===== src/rtl/pipeline_ctrl_pkg.sv =====
// Shared definitions for the pipeline stall/flush sequencer.
//   - stall codes: thermometer masks over {WB,MEM,EX,ID,IF,PC}. The highest
//     held stage sets the code, and every stage below it is held too.
//   - FSM state encoding (2-bit)
//   - default redirect vector for a memory-wait timeout
//   - ctrl_out_t: the bundle of combinational control outputs
package pipeline_ctrl_pkg;

  localparam logic [5:0] STALL_NONE = 6'b000000;
  localparam logic [5:0] STALL_IMEM = 6'b000011;
  localparam logic [5:0] STALL_ID   = 6'b000111;
  localparam logic [5:0] STALL_EX   = 6'b001111;
  localparam logic [5:0] STALL_DMEM = 6'b011111;

  localparam logic [31:0] ERR_VEC_DEF = 32'h0000_0040;

  typedef enum logic [1:0] {
    ST_RUN   = 2'd0,
    ST_DWAIT = 2'd1,
    ST_IWAIT = 2'd2,
    ST_DRAIN = 2'd3
  } ctrl_state_e;

  typedef struct packed {
    logic [5:0]  stall;
    logic        flush;
    logic [31:0] new_pc;
    logic        bus_err;
  } ctrl_out_t;

  // Highest-priority hazard code, excluding the fetch wait. The codes are
  // thermometer masks, so OR-ing one with STALL_IMEM yields the larger code.
  function automatic logic [5:0] hazard_code(input logic dwait, input logic ex,
                                             input logic id);
    if (dwait)   return STALL_DMEM;
    else if (ex) return STALL_EX;
    else if (id) return STALL_ID;
    else         return STALL_NONE;
  endfunction

endpackage


===== src/rtl/pipeline_ctrl_wait_timer.sv =====
// ctrl_wait_timer: counts the length of a single memory wait.
//   clk, rst_n : clock, async active-low reset
//   start      : load 1. This is the first wait cycle, which was spent in RUN.
//   clear      : return to 0 (the wait is over)
//   enable     : advance by one (still waiting)
//   expire     : count has reached TIMEOUT-1, which is the last allowed wait cycle
module ctrl_wait_timer #(
  parameter int TIMEOUT = 256
) (
  input  logic clk,
  input  logic rst_n,
  input  logic start,
  input  logic clear,
  input  logic enable,
  output logic expire
);
  localparam int W = $clog2(TIMEOUT + 1);

  logic [W-1:0] cnt;

  // The FSM always clears on expiry, so cnt never runs past TIMEOUT-1.
  always_ff @(posedge clk or negedge rst_n) begin
    if (!rst_n)      cnt <= '0;
    else if (start)  cnt <= W'(1);
    else if (clear)  cnt <= '0;
    else if (enable) cnt <= cnt + W'(1);
  end

  assign expire = (cnt == W'(TIMEOUT - 1));

endmodule


===== src/rtl/pipeline_ctrl.sv =====
// pipeline_ctrl: central stall/flush sequencer for the 5-stage pipeline.
//   clk, rst_n      : clock, async active-low reset
//   stallreq_id/ex  : ID load-use hazard / EX multi-cycle busy (levels)
//   imem_req/ready  : fetch outstanding / fetch data valid
//   dmem_req/ready  : load/store outstanding / access completes
//   excp_valid/pc   : exception committed in MEM (pulse) and handler PC
//   stall[5:0]      : {WB,MEM,EX,ID,IF,PC} hold mask
//   flush, new_pc   : one-cycle pipeline clear and redirect target
//   bus_err         : one-cycle pulse when a memory wait times out
//   perf_*_cnt      : stalled-cycle count (saturating), flush count (wrapping)
// stall/flush/new_pc/bus_err are combinational from the registered state and
// the current inputs. They are forced to 0 while rst_n is low.
module pipeline_ctrl
  import pipeline_ctrl_pkg::*;
#(
  parameter int          TIMEOUT = 256,
  parameter logic [31:0] ERR_VEC = ERR_VEC_DEF,
  parameter int          CNT_W   = 32
) (
  input  logic             clk,
  input  logic             rst_n,
  input  logic             stallreq_id,
  input  logic             stallreq_ex,
  input  logic             imem_req,
  input  logic             imem_ready,
  input  logic             dmem_req,
  input  logic             dmem_ready,
  input  logic             excp_valid,
  input  logic [31:0]      excp_pc,
  output logic [5:0]       stall,
  output logic             flush,
  output logic [31:0]      new_pc,
  output logic             bus_err,
  output logic [CNT_W-1:0] perf_stall_cnt,
  output logic [15:0]      perf_flush_cnt
);

  ctrl_state_e state, nxt;
  ctrl_out_t   o;
  logic        pend_excp;
  logic [31:0] pend_pc;
  logic        set_pend, clr_pend;
  logic        tmr_start, tmr_exp;
  logic        dw, iw;
  logic [5:0]  haz;

  assign dw  = dmem_req & ~dmem_ready;
  assign iw  = imem_req & ~imem_ready;
  assign haz = hazard_code(dw, stallreq_ex, stallreq_id);

  ctrl_wait_timer #(.TIMEOUT(TIMEOUT)) u_timer (
    .clk    (clk),
    .rst_n  (rst_n),
    .start  (tmr_start),
    .clear  (nxt == ST_RUN),
    .enable (state != ST_RUN),
    .expire (tmr_exp)
  );

  always_comb begin
    o         = '0;
    nxt       = state;
    set_pend  = 1'b0;
    clr_pend  = 1'b0;
    tmr_start = 1'b0;
    case (state)
      ST_RUN: begin
        if (excp_valid) begin
          o.flush  = 1'b1;
          o.new_pc = excp_pc;
          // The fetch still in flight belongs to the squashed path.
          if (iw) begin
            nxt       = ST_DRAIN;
            tmr_start = 1'b1;
          end
        end else begin
          o.stall = haz | (iw ? STALL_IMEM : STALL_NONE);
          if (dw) begin
            nxt       = ST_DWAIT;
            tmr_start = 1'b1;
          end else if (iw && !stallreq_ex && !stallreq_id) begin
            nxt       = ST_IWAIT;
            tmr_start = 1'b1;
          end
        end
      end
      ST_DWAIT: begin
        if (!dw) begin
          // Access completes. The oldest exception takes the redirect.
          if (pend_excp) begin
            o.flush  = 1'b1;
            o.new_pc = pend_pc;
          end else if (excp_valid) begin
            o.flush  = 1'b1;
            o.new_pc = excp_pc;
          end
          clr_pend = 1'b1;
          nxt      = ST_RUN;
        end else if (tmr_exp) begin
          o.bus_err = 1'b1;
          o.flush   = 1'b1;
          o.new_pc  = ERR_VEC;
          clr_pend  = 1'b1;
          nxt       = ST_RUN;
        end else begin
          o.stall = STALL_DMEM;
          // MEM is frozen, so the flush is deferred until the access ends.
          if (excp_valid && !pend_excp) set_pend = 1'b1;
        end
      end
      ST_IWAIT: begin
        if (iw && tmr_exp) begin
          o.bus_err = 1'b1;
          o.flush   = 1'b1;
          o.new_pc  = ERR_VEC;
          nxt       = ST_RUN;
        end else if (excp_valid) begin
          o.flush  = 1'b1;
          o.new_pc = excp_pc;
          if (iw) begin
            nxt       = ST_DRAIN;
            tmr_start = 1'b1;
          end else begin
            nxt = ST_RUN;
          end
        end else if (dw) begin
          o.stall   = STALL_DMEM;
          nxt       = ST_DWAIT;
          tmr_start = 1'b1;
        end else if (!iw) begin
          o.stall = haz;
          nxt     = ST_RUN;
        end else begin
          o.stall = haz | STALL_IMEM;
        end
      end
      ST_DRAIN: begin
        if (iw && tmr_exp) begin
          o.bus_err = 1'b1;
          o.flush   = 1'b1;
          o.new_pc  = ERR_VEC;
          nxt       = ST_RUN;
        end else begin
          // PC/IF stay held on the ready cycle too, so the stale fetch data
          // is dropped. The next fetch then uses the redirected PC.
          o.stall = haz | STALL_IMEM;
          if (excp_valid) begin
            o.flush  = 1'b1;
            o.new_pc = excp_pc;
          end
          if (!iw) nxt = ST_RUN;
        end
      end
      default: nxt = ST_RUN;
    endcase
    if (!rst_n) o = '0;
  end

  assign stall   = o.stall;
  assign flush   = o.flush;
  assign new_pc  = o.new_pc;
  assign bus_err = o.bus_err;

  always_ff @(posedge clk or negedge rst_n) begin
    if (!rst_n) begin
      state          <= ST_RUN;
      pend_excp      <= 1'b0;
      pend_pc        <= '0;
      perf_stall_cnt <= '0;
      perf_flush_cnt <= '0;
    end else begin
      state <= nxt;
      if (clr_pend) begin
        pend_excp <= 1'b0;
      end else if (set_pend) begin
        pend_excp <= 1'b1;
        pend_pc   <= excp_pc;
      end
      if (o.stall != STALL_NONE && perf_stall_cnt != '1)
        perf_stall_cnt <= perf_stall_cnt + 1'b1;
      if (o.flush)
        perf_flush_cnt <= perf_flush_cnt + 16'd1;
    end
  end

endmodule

===== config.mk =====
export PLATFORM = sky130hd
export DESIGN_NAME = pipeline_ctrl
export DESIGN_NICKNAME = d
export VERILOG_FILES = /design/src/rtl/pipeline_ctrl_pkg.sv /design/src/rtl/pipeline_ctrl_wait_timer.sv /design/src/rtl/pipeline_ctrl.sv
export SDC_FILE = /design/constraint.sdc
export NUM_CORES = 1
export LEC_CHECK = 0
export BUFFER_PORTS_ARGS = -buffer_cell sky130_fd_sc_hd__buf_2
export CORE_MARGIN = 5
export CORE_UTILIZATION = 49
export CTS_CLUSTER_DIAMETER = 50
export DETAILED_ROUTE_END_ITERATION = 6
export HOLD_SLACK_MARGIN = 0.06
export PLACE_DENSITY = 0.86
export SLEW_MARGIN = 40
export SYNTH_ARGS = -nofsm -noshare
export SYNTH_HDL_FRONTEND = slang
export SYNTH_HIERARCHICAL = 1
export SYNTH_SLANG_ARGS = --single-unit

===== constraint.sdc =====
create_clock -name clk -period 2.47 [get_ports clk]
set_input_delay 0.1235 -clock clk [delete_from_list [all_inputs] [get_ports clk]]
set_output_delay 0.1235 -clock clk [all_outputs]
set_load 0.01 [all_outputs]

Yosys cells after proc, flatten, opt, wreduce, memory -nomap -nowiden
Index checks and enable logic that the tools add are counted.

Bits in registers: 92. Bits of input ports: 41. Output and inout port bits: 88.

Add/subtract/negate cells: 3. Eq/ne operators: 5. Muxes and demuxes: 55. Bitwise gates (word level): 6. Reduce and logical (&&, ||, !) cells: 16.

Operator list (count): one-hot mux 39 bit (4 select lines) (1); 2-to-1 mux 33 bit (4); 2-to-1 mux 40 bit (1); 2-to-1 mux 34 bit (1); adder 32 x 1 -> 32 bit, second input constant (1); inequality test 32 bit, second input constant (1); 2-to-1 mux 2 bit (14); 2-to-1 mux 9 bit (3); 2-to-1 mux 5 bit (5); 2-to-1 mux 1 bit (18); 2-to-1 mux 6 bit (3); adder 16 x 1 -> 16 bit, second input constant (1); adder 9 x 1 -> 9 bit, second input constant (1); equality test 9 x 8 -> 1 bit, second input constant (1); one-hot mux 2 bit (4 select lines) (1); bitwise OR 6 x 2 -> 6 bit (1); nonzero test 6 bit (1); logical AND 1 bit (5); equality test 2 bit, second input constant (2); logical NOT 2 bit (2); 2-to-1 mux 4 bit (1); one-hot mux 1 bit (2 select lines) (2); nonzero test 2 bit (2); logical NOT 1 bit (3); other kinds (7) (10).

Depth between registers and ports, before layout
Gate-level depths: netlist of the first run.

Word-level depth: 11. Depth in mapped cells: 11.

By module
The synthesis of the first run kept the hierarchy.

Modules (own cells, without submodules): pipeline_ctrl (times used 1, cells an instance 504, area each 4784.6 um^2, sequential area each 2077.0 um^2); ctrl_wait_timer (times used 1, cells an instance 45, area each 450.4 um^2, sequential area each 225.2 um^2).

Worst setup path before layout of the first run
No wires, ideal clock.

Path type: flip-flop to flip-flop. Start point: register u_timer.cnt[0]. End point: register u_timer.cnt[8]. Arrival: 2347 ps. Data required time: 2376 ps. Path slack: 29 ps. Cell stages (with the launch flop): 12. Period minus slack after synthesis: 2441 ps. Cells stage by stage: dfrtp_1 > ha_1 > nand3_1 > nor2_1 > ha_1 > and3b_1 > a21o_1 > a221oi_1 > nor2_1 > or2_2 > clkbuf_1 > a211oi_1.

Longest elaborated chain between the ends: 7. Elaborated cells on any way between the ends: 15.

Ends and longest elaborated chain: start: declaration (RTL line pipeline_ctrl_wait_timer.sv:19) `logic [W-1:0] cnt;`; start signal: assignment (RTL line pipeline_ctrl_wait_timer.sv:26) `else if (enable) cnt <= cnt + W'(1);`; equality test 9 x 8 -> 1 bit * (RTL line pipeline_ctrl_wait_timer.sv:29) `assign expire = (cnt == W'(TIMEOUT - 1));`; via tmr_exp (RTL line pipeline_ctrl.sv:43) `logic tmr_start, tmr_exp;`; 2-to-1 mux 2 bit or logical AND 1 bit (tied branches) (RTL line pipeline_ctrl.sv:99, pipeline_ctrl.sv:112, pipeline_ctrl.sv:138); 2-to-1 mux 2 bit, on equally long branches (RTL line pipeline_ctrl.sv:88, pipeline_ctrl.sv:112, pipeline_ctrl.sv:138); one-hot mux 2 bit (4 select lines) * (RTL line pipeline_ctrl.sv:66) `case (state)`; via nxt[0] (RTL line pipeline_ctrl.sv:38) `ctrl_state_e state, nxt;`; logical NOT 2 bit * (RTL line pipeline_ctrl.sv:55) `.clear (nxt == ST_RUN),`; 2-to-1 mux 9 bit (RTL line pipeline_ctrl_wait_timer.sv:25) `else if (clear) cnt <= '0;`; 2-to-1 mux 9 bit (RTL line pipeline_ctrl_wait_timer.sv:24) `else if (start) cnt <= W'(1);`.

Mark *: on every way through the listed nets, which the timed path passes. The rest lies on a longest branch. The select of a mux whose other input is x is not followed. A chain may end at the register's enable or synchronous reset.

Worst setup path in the final report of the first run
Start point: register u_timer.cnt[0]. End point: output port flush.

Longest elaborated chain between the ends: 5. Elaborated cells on any way between the ends: 7.

Ends and longest elaborated chain: equality test 9 x 8 -> 1 bit * (RTL line pipeline_ctrl_wait_timer.sv:29); via tmr_exp (RTL line pipeline_ctrl.sv:43); 2-to-1 mux 34 bit or logical AND 1 bit (tied branches) (RTL line pipeline_ctrl.sv:99, pipeline_ctrl.sv:112, pipeline_ctrl.sv:138); 2-to-1 mux 33 bit, on equally long branches (RTL line pipeline_ctrl.sv:88, pipeline_ctrl.sv:112); one-hot mux 39 bit (4 select lines) * (RTL line pipeline_ctrl.sv:66); 2-to-1 mux 40 bit * (RTL line pipeline_ctrl.sv:156) `if (!rst_n) o = '0;`; end: declaration (RTL line pipeline_ctrl.sv:31) `output logic flush,`.

Mark *: on every way through the listed nets, which the timed path passes. The rest lies on a longest branch.

==> run metrics, run 1 <==
number of vias per cell=about 6; Top cell by count, worst path=buf_6; crit path from=u_timer/cnt[0]; die height=113.4 µm; routed wire length=14,900 µm; Seq/Total Area, Yosys=43.98%; Worst VDD drop=between 500 and 600 µV; Worst Skew=approximately 0.0082 ns; final hold vios=0; global placement routability congestion=between 0.9 and 1; syn avg cell area=between 9 and 10 µm²; crit start category=flop; total grt overflow=0; Routed Antenna Nets=0; Yosys warnings=6; f_max=just over 400 MHz; Clock Pin Slew Worst Setup and Hold Paths=about 0.08 ns; Mapped Area=between 0.005 and 0.006 mm²; Crit path largest cell delay=just under 0.4 ns; Critical Path, Cell by Cell=ha_2 -> nand3_2 -> nor2_4 -> ha_4 -> and4b_2 -> buf_6 -> a21o_1 -> o21ai_2 -> buf_6 -> inv_4 -> buf_2; gr usage total=a little under a quarter; IO Pins=129; Critical Path RT=roughly 2.4 ns; DRT Pass-1 Iters=5; Num CTS Buffers=9; core area=slightly above 0.01 mm²; reg2reg setup slack=~0.06 ns; clk sink count=92; Relative slew margins=58.50%; Critical Path AT=approximately 2.3 ns; Post-synth EDFFs=0; CP Capture Type=primary output; min Tclk post-route=2.419 ns; P&R area growth vs syn=31.79%; cell area after placement=0.006071 mm²; clock root cell=clkbuf_8; worst skew pair latency=0.37 ns; min-delay src=imem_ready; cell count after synthesis=549; Async S/R FF share, synth=100.0%; dpl hpwl=about 9600 µm; actual slew at the worst max-slew pin=0.6202 ns; Finished Core Util=66.53%; worst r2r src=u_timer/cnt[1]; post-synth cell types=47; max-slew violations=0; Final Instance Area=0.006899 mm²; Max stage delay cell, worst path=dfrtp_1; period utilization=just under 100%; Worst Path Buf+Inv=4; Die ar.=between 0.01 and 0.015 mm²; IO Port Bufs=roughly 130; ant diodes=0; DR iter-0 viols=~340; Synth area leaders=dfrtp_1 44%, mux2_2 7.1%, xor2_1 5.7%; layout cells sized above 1=34.30%; first-pass GRT wire length=~24,000 µm; Min-Delay Path Class=input port to flop; most frequent cells in the layout=123 x buf_2, 91 x dfrtp_1, 59 x nand2_1; Synth area leader=dfrtp_1; CP Max Fanout=7; RSZ-0062 raised after global routing=true; TritonCTS clock tree=done; largest net degree at the start of global routing=78; most common cell after layout, fill and taps aside=buf_2; syn_nets=between 500 and 600; top_reg_cell synth=dfrtp_1; Clock H-tree levels=3; CP top delay family=buffers and inverters; vias in the first global route=slightly above 5,000; DRC=0; Pwr Density=761.2 mW/mm²; final setup fails=0; DP Worst Slack=-0.02117 ns; initial antenna violation count=0; crit path kind=flop to primary output; site row count=37; status=complete, no violations; Maximum Capacitance Violations=0; # nets final=~760; Via Count=about 5,100; register bit total from synthesis=between 90 and 100; DR WL/cell=between 15 and 20 µm; Leak=between 3 and 4 nW; Yosys top cell area share=approximately 44%; Power Total=5.251 mW; starting density of the core=50.48%; Clock Path Buffers=2; post-route setup slack=a little over 0.05 ns; Die Wd=around 110 µm
[final cells by class]
class | instances | area (µm²)
Fill cell | 780 | 3471
Tap cell | 136 | 170.2
Inverter | 7 | 28.78
Sequential cell | 92 | 2303
Clock buffer | 13 | 158.9
Multi-Input combinational cell | 418 | 2977
Clock inverter | 3 | 21.27
Timing Repair Buffer | 190 | 1240
[routing by layer]
layer	global-route usage [%]	share of wire, %	up-vias
li1	-	-	2317
met4	8.654	2.5	0
met2	38.51	49	189
met3	5.615	6.7	33
met5	0	0	-
met1	28.55	42	2531
[through the flow]
| stage | hold slack [ns] | setup TNS (ns) | instances |
|---|---|---|---|
| after floorplan | -0.1721 | 0 | 549 |
| after CTS | 0.08724 | -0.0007372 | 853 |
| after detailed placement | 0.02695 | -0.04694 | 801 |
| after global placement | 0.02357 | 0 | 801 |
| after global routing | 0.1111 | -0.2077 | 859 |
| final | 0.1287 | 0 | 859 |
[sequential cells by signal, indices dropped and copies added, names as in the netlist]
name            count
pend_pc            32
perf_stall_cnt     32
perf_flush_cnt     16
u_timer/cnt         9
state               2
pend_excp           1
[report_power, final]
part / switching (mW) / total [mW] / leakage (nW) / internal (mW)
logic: 1.09 / 1.98 / 1.98 / 0.891
clock network: 0.529 / 0.951 / 0.0896 / 0.422
registers: 0.401 / 2.32 / 1.16 / 1.92
total: 2.02 / 5.25 / 3.23 / 3.23
[cells in the mapped netlist (3+ instances only)]
library cell  count
nor4_1           11
or3_1             4
nor4b_1           4
nand4_1          17
clkbuf_1         22
xnor2_1          16
nor3_1           17
buf_4             4
nor2_1           35
xor2_1           34
nor2b_1           4
inv_1             7
o21ai_0          42
nand3_1          24
a22o_1           31
ha_1              4
nand2b_1          3
mux2_2           33
a211oi_1          4
and3_1            5
a21oi_1          37
or2_2             4
buf_2             5
nand2_1          59
dfrtp_1          92
[final timing paths]
path / end / cells past startpoint
max: flush / 11
min: state[1] / 4
max reg2reg: perf_flush_cnt[15] / 12
min reg2reg: perf_flush_cnt[15] / 1
max in group asynchronous: perf_flush_cnt[7] / 3
min in group asynchronous: perf_stall_cnt[4] / 2
[repair_timing]
action / CTS / global route
hold buffers: 33 / 0
endpoints found under the setup margin: 47 / 70
gates resized for setup: 22 / 32
hold endpoints to repair: 89 / 0
pin swaps: 4 / 6
setup buffers: 2 / 5
cloned: 1 / 1
[kinds of logic after synthesis]
group,count (synthesis),share of synthesized area [%]
muxes,35,7.505
buffers and inverters,41,3.633
DFF,92,43.98
other,1,0.07163
xor gates and xnor gates,50,8.365
AOI/OAI and AO/OA,125,15.56
adders and majority gates,4,0.9561
and+or+nand+nor,201,19.93
[worst register-to-register path, delay by kind of cell (launching register included)]
family	cells	cell delay [ns]
simple gates	4	0.83
buf+inv	3	0.42
fa+ha+maj	2	0.38
flops	1	0.37
compound gates	2	0.17
xor+xnor	1	0.17
No activity file was read; power rests on OpenSTA's default activity.
==> run 2, diff against run 1 <==
Settings changed: REMOVE_ABC_BUFFERS set to 1.
==> run metrics, run 2 (same netlist as run 1, synthesis figures left out) <==
status=complete, no violations; DR iter-0 viols=around 470; crit start category=flop; worst hold slack=between 0.1 and 0.15 ns; Worst VDD drop=around 680 µV; number of vias per cell=a little under 6; TritonCTS clock tree=done; Final Instance Area=approximately 0.007 mm²; global placement routability congestion=~0.88; worst reg2reg path depth=10; Routed Antenna Nets=0; gr usage total=between 20 and 25%; Leak=roughly 3.3 nW; Maximum Capacitance Violations=0; Clock Pin Slew Worst Setup and Hold Paths=about 0.08 ns; CP Max Fanout=31; FILL cells=between 800 and 900; die height=approximately 110 µm; # nets final=approximately 760; Critical Path AT=roughly 2.3 ns; final setup fails=0; period utilization=approximately 100%; DR WL/cell=approximately 17 µm; Worst Path Buf+Inv=1; Crit path largest cell delay=~0.4 ns; IO Port Bufs=about 130; layout cells sized above 1=roughly 34%; Relative slew margins=~65%; largest net degree at the start of global routing=between 60 and 70; first-pass GRT wire length=~24,000 µm; Die Wd=about 110 µm; clk sink count=between 90 and 100; routed wire length=approximately 15,000 µm; P&R area growth vs syn=31.31%; Finished Core Util=~66%; non-filler cells, final=858; DRT Pass-1 Iters=5; total grt overflow=0; most frequent cells in the layout=124 x buf_2, 91 x dfrtp_1, 59 x nand2_1; final hold vios=0; max-slew violations=0; clock root cell=clkbuf_8; Worst Skew=about 0.013 ns; Clock Path Buffers=2; CP top delay family=multiplexers; Min-Delay Path Class=input port to flop; Critical Path, Cell by Cell=ha_2 -> nand3_2 -> nor2_4 -> ha_4 -> and3b_2 -> mux2_4 -> a21oi_1 -> buf_2; vias in the first global route=~5,000; Clock H-tree levels=3; Critical Path RT=approximately 2.4 ns; min Tclk post-route=2.468 ns; Placed Cells=around 800; CP Capture Type=primary output; Critical Path Stages=8; starting density of the core=50.48%; cell area after placement=a little over 0.006 mm²; initial antenna violation count=0; DRC=0; Die ar.=about 0.013 mm²; crit path kind=flop to primary output; Max stage delay cell, worst path=mux2_4; Top Registers=pend_pc (32), perf_stall_cnt (32), perf_flush_cnt (16); Num CTS Buffers=9; hold-critical path depth=4; IO Pins=~130; RSZ-0062 raised after global routing=true; f_max=a little over 400 MHz; setup TNS=0 ns; site row count=37; worst skew pair latency=0.36 ns; actual slew at the worst max-slew pin=0.5239 ns; Via Count=about 5,000; dpl hpwl=~9500 µm; Pwr Density=around 750 mW/mm²; most common cell after layout, fill and taps aside=buf_2; core area=0.01037 mm²
run 2: changes by cell type in the layout (fill, tap and decap cells not counted), moves of 2 or more:
cell / change
nor4_2: -4
clkbuf_1: -2
buf_6: -3
nor3_4: +2
clkinv_2: +2
nor4_1: +3
nor3_1: -4
a21oi_1: +3
a21oi_2: -3
nor3_2: +2
inv_6: +2
run 2: worst paths after layout:
path,start,endpoint,slack [ns]
setup / recovery,u_timer/cnt[1],new_pc[5],0.002
hold / removal,imem_ready,state[1],0.14
setup reg to reg,u_timer/cnt[1],perf_stall_cnt[9],0.06
hold reg to reg,perf_flush_cnt[15],perf_flush_cnt[15],0.49
max in group asynchronous,rst_n,perf_stall_cnt[21],1.52
min in group asynchronous,rst_n,perf_stall_cnt[0],0.38
run 2: final cells by class:
type,count,area [µm²],area share (%)
clock buffers,10,137.6,2.002
repair buffers,190,1246,18.13
flip-flops and latches,92,2303,33.51
clock inverters,6,38.79,0.5643
multi-input cells,416,2944,42.83
well taps,136,170.2,2.475
inverters,7,31.28,0.4550
diodes,1,2.502,0.03640
run 2: worst register-to-register path, stage by stage (launching register included):
cell      delay (ns)
dfrtp_1         0.40
ha_2            0.20
nand3_2         0.09
nor2_4          0.05
ha_4            0.19
and4b_2         0.25
a311oi_4        0.29
o21ai_4         0.11
buf_4           0.22
nor4_1          0.37
xor2_1          0.17
run 2: metal layers:
layer	wire length (µm)	up-vias	global-route usage, %	share of wire (%)
met4	320	0	8.574	2.2
li1	-	2307	-	-
met2	7543	206	37.36	51
met5	0	-	0	0
met1	5982	2487	28.67	40
met3	944	33	4.439	6.4
run 2: what timing repair did:
action,CTS,global route
setup endpoints to repair,62,57
pin swaps,4,14
hold buffers,34,0
setup buffers,2,3
gates resized for setup,19,32
cloned,0,0
hold endpoints to repair,64,0
run 2: power by group:
part / switching, mW / internal, mW
combinational: 1.06 / 0.866
clock: 0.535 / 0.392
sequential: 0.404 / 1.92
total: 1.99 / 3.18
run 2: metrics by stage:
step	setup WS, ns	power (mW)
3_5_place_dp	-0.09344	4.046
4_1_cts	0.01141	5.070
2_1_floorplan	-1.392	3.343
3_3_place_gp	0.02368	3.934
5_1_grt	-0.07899	5.499
6_report	0.002050	5.170
==> run 3, diff against run 2 <==
Settings changed: CORE_MARGIN 5 to 3, CORE_UTILIZATION 49 to 54, PLACE_DENSITY 0.86 to 0.9.
Clock period 2.47 ns to 2.68 ns, I/O delays scaled along.
==> run metrics, run 3 (same netlist as run 1, synthesis figures left out) <==
Leak=~3.2 nW; DRT Pass-1 Iters=5; routed wire length=14,600 µm; setup TNS=0 ns; min Tclk post-route=~2.6 ns; final hold vios=0; P&R area growth vs syn=28.11%; cell area after placement=about 0.006 mm²; crit path capture=flush; largest net degree at the start of global routing=between 80 and 90; clk sink count=92; Die Wd=about 100 µm; core area=0.009328 mm²; IO Pins=129; worst r2r src=u_timer/cnt[1]; max-slew violations=0; first-pass GRT wire length=around 24,000 µm; CP Max Fanout=7; non-filler cells, final=about 840; most frequent cells in the layout=125 x buf_2, 92 x dfrtp_1, 59 x nand2_1; period utilization=96.34%; crit path kind=flop to primary output; min-delay src=imem_ready; IO Port Bufs=approximately 130; Flop pwr share=between 40 and 50%; final setup fails=0; Cell Int Power=a little over 3 mW; worst skew pair latency=between 0.3 and 0.4 ns; crit start category=flop; most common cell after layout, fill and taps aside=buf_2; # nets final=approximately 760; post-route setup slack=0.09798 ns; Final Instance Area=roughly 0.0067 mm²; Clock Pin Slew Worst Setup and Hold Paths=0.08 ns; Die ar.=0.01091 mm²; Worst Skew=~0.0084 ns; RR Endpoint=perf_flush_cnt[15]; clock root cell=clkbuf_8; DRC=0; Min-Delay Path Class=input port to flop; status=complete, no violations; P_sw=about 1.8 mW; worst reg2reg path depth=12; DP Worst Slack=0.04105 ns; number of vias per cell=5.981; vias in the first global route=approximately 4,700; Pwr Density=719.1 mW/mm²; gr usage total=between 20% and 30%; starting density of the core=a little under three fifths; die height=around 100 µm; sw frac=37.03%; CP Capture Type=primary output; total grt overflow=0; Via Count=around 5,000; Worst VDD drop=between 400 and 500 µV; DR iter-0 viols=between 400 and 500; clock power share=a little under a fifth; Critical Path AT=~2.5 ns; reg2reg setup slack=slightly below 0.1 ns; Top Registers=pend_pc (32), perf_stall_cnt (32), perf_flush_cnt (16); initial antenna violation count=0; Clock H-tree levels=3; DR WL/cell=between 15 and 20 µm; part of the power in combinational logic=a little over a third; Routed Antenna Nets=0; f_max=387.3 MHz; layout cells sized above 1=between 30% and 40%; Num CTS Buffers=9; global placement routability congestion=0.8621; Clock Path Buffers=2; crit path from=u_timer/cnt[1]; Critical Path RT=roughly 2.6 ns; dpl hpwl=9233 µm; Placed Cells=roughly 800; site row count=35; Power Total=between 4 and 5 mW; Maximum Capacitance Violations=0; TritonCTS clock tree=done
==> run 3: cell count changes in the layout (fill, tap and decap cells not counted), sizes merged <==
cell / delta
clkinvlp: -1
buf: -7
clkbuf: +3
clkinv: -2
o21ai: +1
inv: -2
bufinv: +1
==> run 3: layout make-up <==
cell class / count / area (µm²)
well taps: 129 / 161.4
inverters: 7 / 30.03
diodes: 1 / 2.502
flip-flops and latches: 92 / 2302
multi-input cells: 417 / 2838
clock inverters: 2 / 35.03
fillers: 681 / 2621
clock buffers: 13 / 148.9
repair buffers: 183 / 1189
==> run 3: through the flow <==
stage,util [%],hold slack [ns]
6_report,71.90,0.1545
5_1_grt,71.87,0.1814
3_3_place_gp,64.48,0.06580
4_1_cts,70.37,0.1065
2_1_floorplan,-,-0.1616
3_5_place_dp,64.48,0.07262
==> run 3: repair_timing <==
item	4_1_cts	5_1_grt
hold endpoints to repair	50	0
setup buffers	3	5
hold buffers	33	0
pin swaps	1	7
gates cloned	0	1
gates resized for setup	4	16
setup endpoints to repair	14	20
==> run 3: power by group through the flow <==
stage          registers (mW)  clock network [mW]  logic [mW]
6_report                 2.14               0.917        1.76
5_1_grt                  2.19               0.992        1.94
4_1_cts                  2.13               0.934        1.65
3_5_place_dp             2.15                   0        1.58
3_3_place_gp             2.10                   0        1.51
2_1_floorplan            2.11                   0       0.967
==> run 3: worst min-delay path by stage <==
| stage | cells past startpoint | end | slack [ns] |
|---|---|---|---|
| 6_report | 4 | state[1] | 0.15 |
| 5_1_grt | 4 | state[1] | 0.18 |
| 2_1_floorplan | 0 | pend_excp | -0.16 |
| 3_5_place_dp | 1 | perf_stall_cnt[23] | 0.07 |
| 4_1_cts | 4 | state[1] | 0.11 |
| 3_3_place_gp | 1 | perf_stall_cnt[23] | 0.07 |
==> run 3: worst max-delay path, stage by stage (launching register included) <==
cell and delay (ns):
dfrtp_1 0.43, ha_2 0.22, nand3_1 0.08, nor2_1 0.04, ha_2 0.22, and4b_2 0.25, buf_4 0.15, a21o_1 0.17
o21ai_2 0.13, buf_6 0.13, clkinvlp_4 0.12, buf_6 0.15
==> run 3: routing by layer <==
metal / vias up / track usage, % / share of wire, %
li1: 2297 / - / -
met1: 2480 / 33.27 / 40
met2: 231 / 45.39 / 51
met3: 40 / 4.159 / 5.9
met4: 0 / 9.687 / 2.5
met5: - / 0 / 0
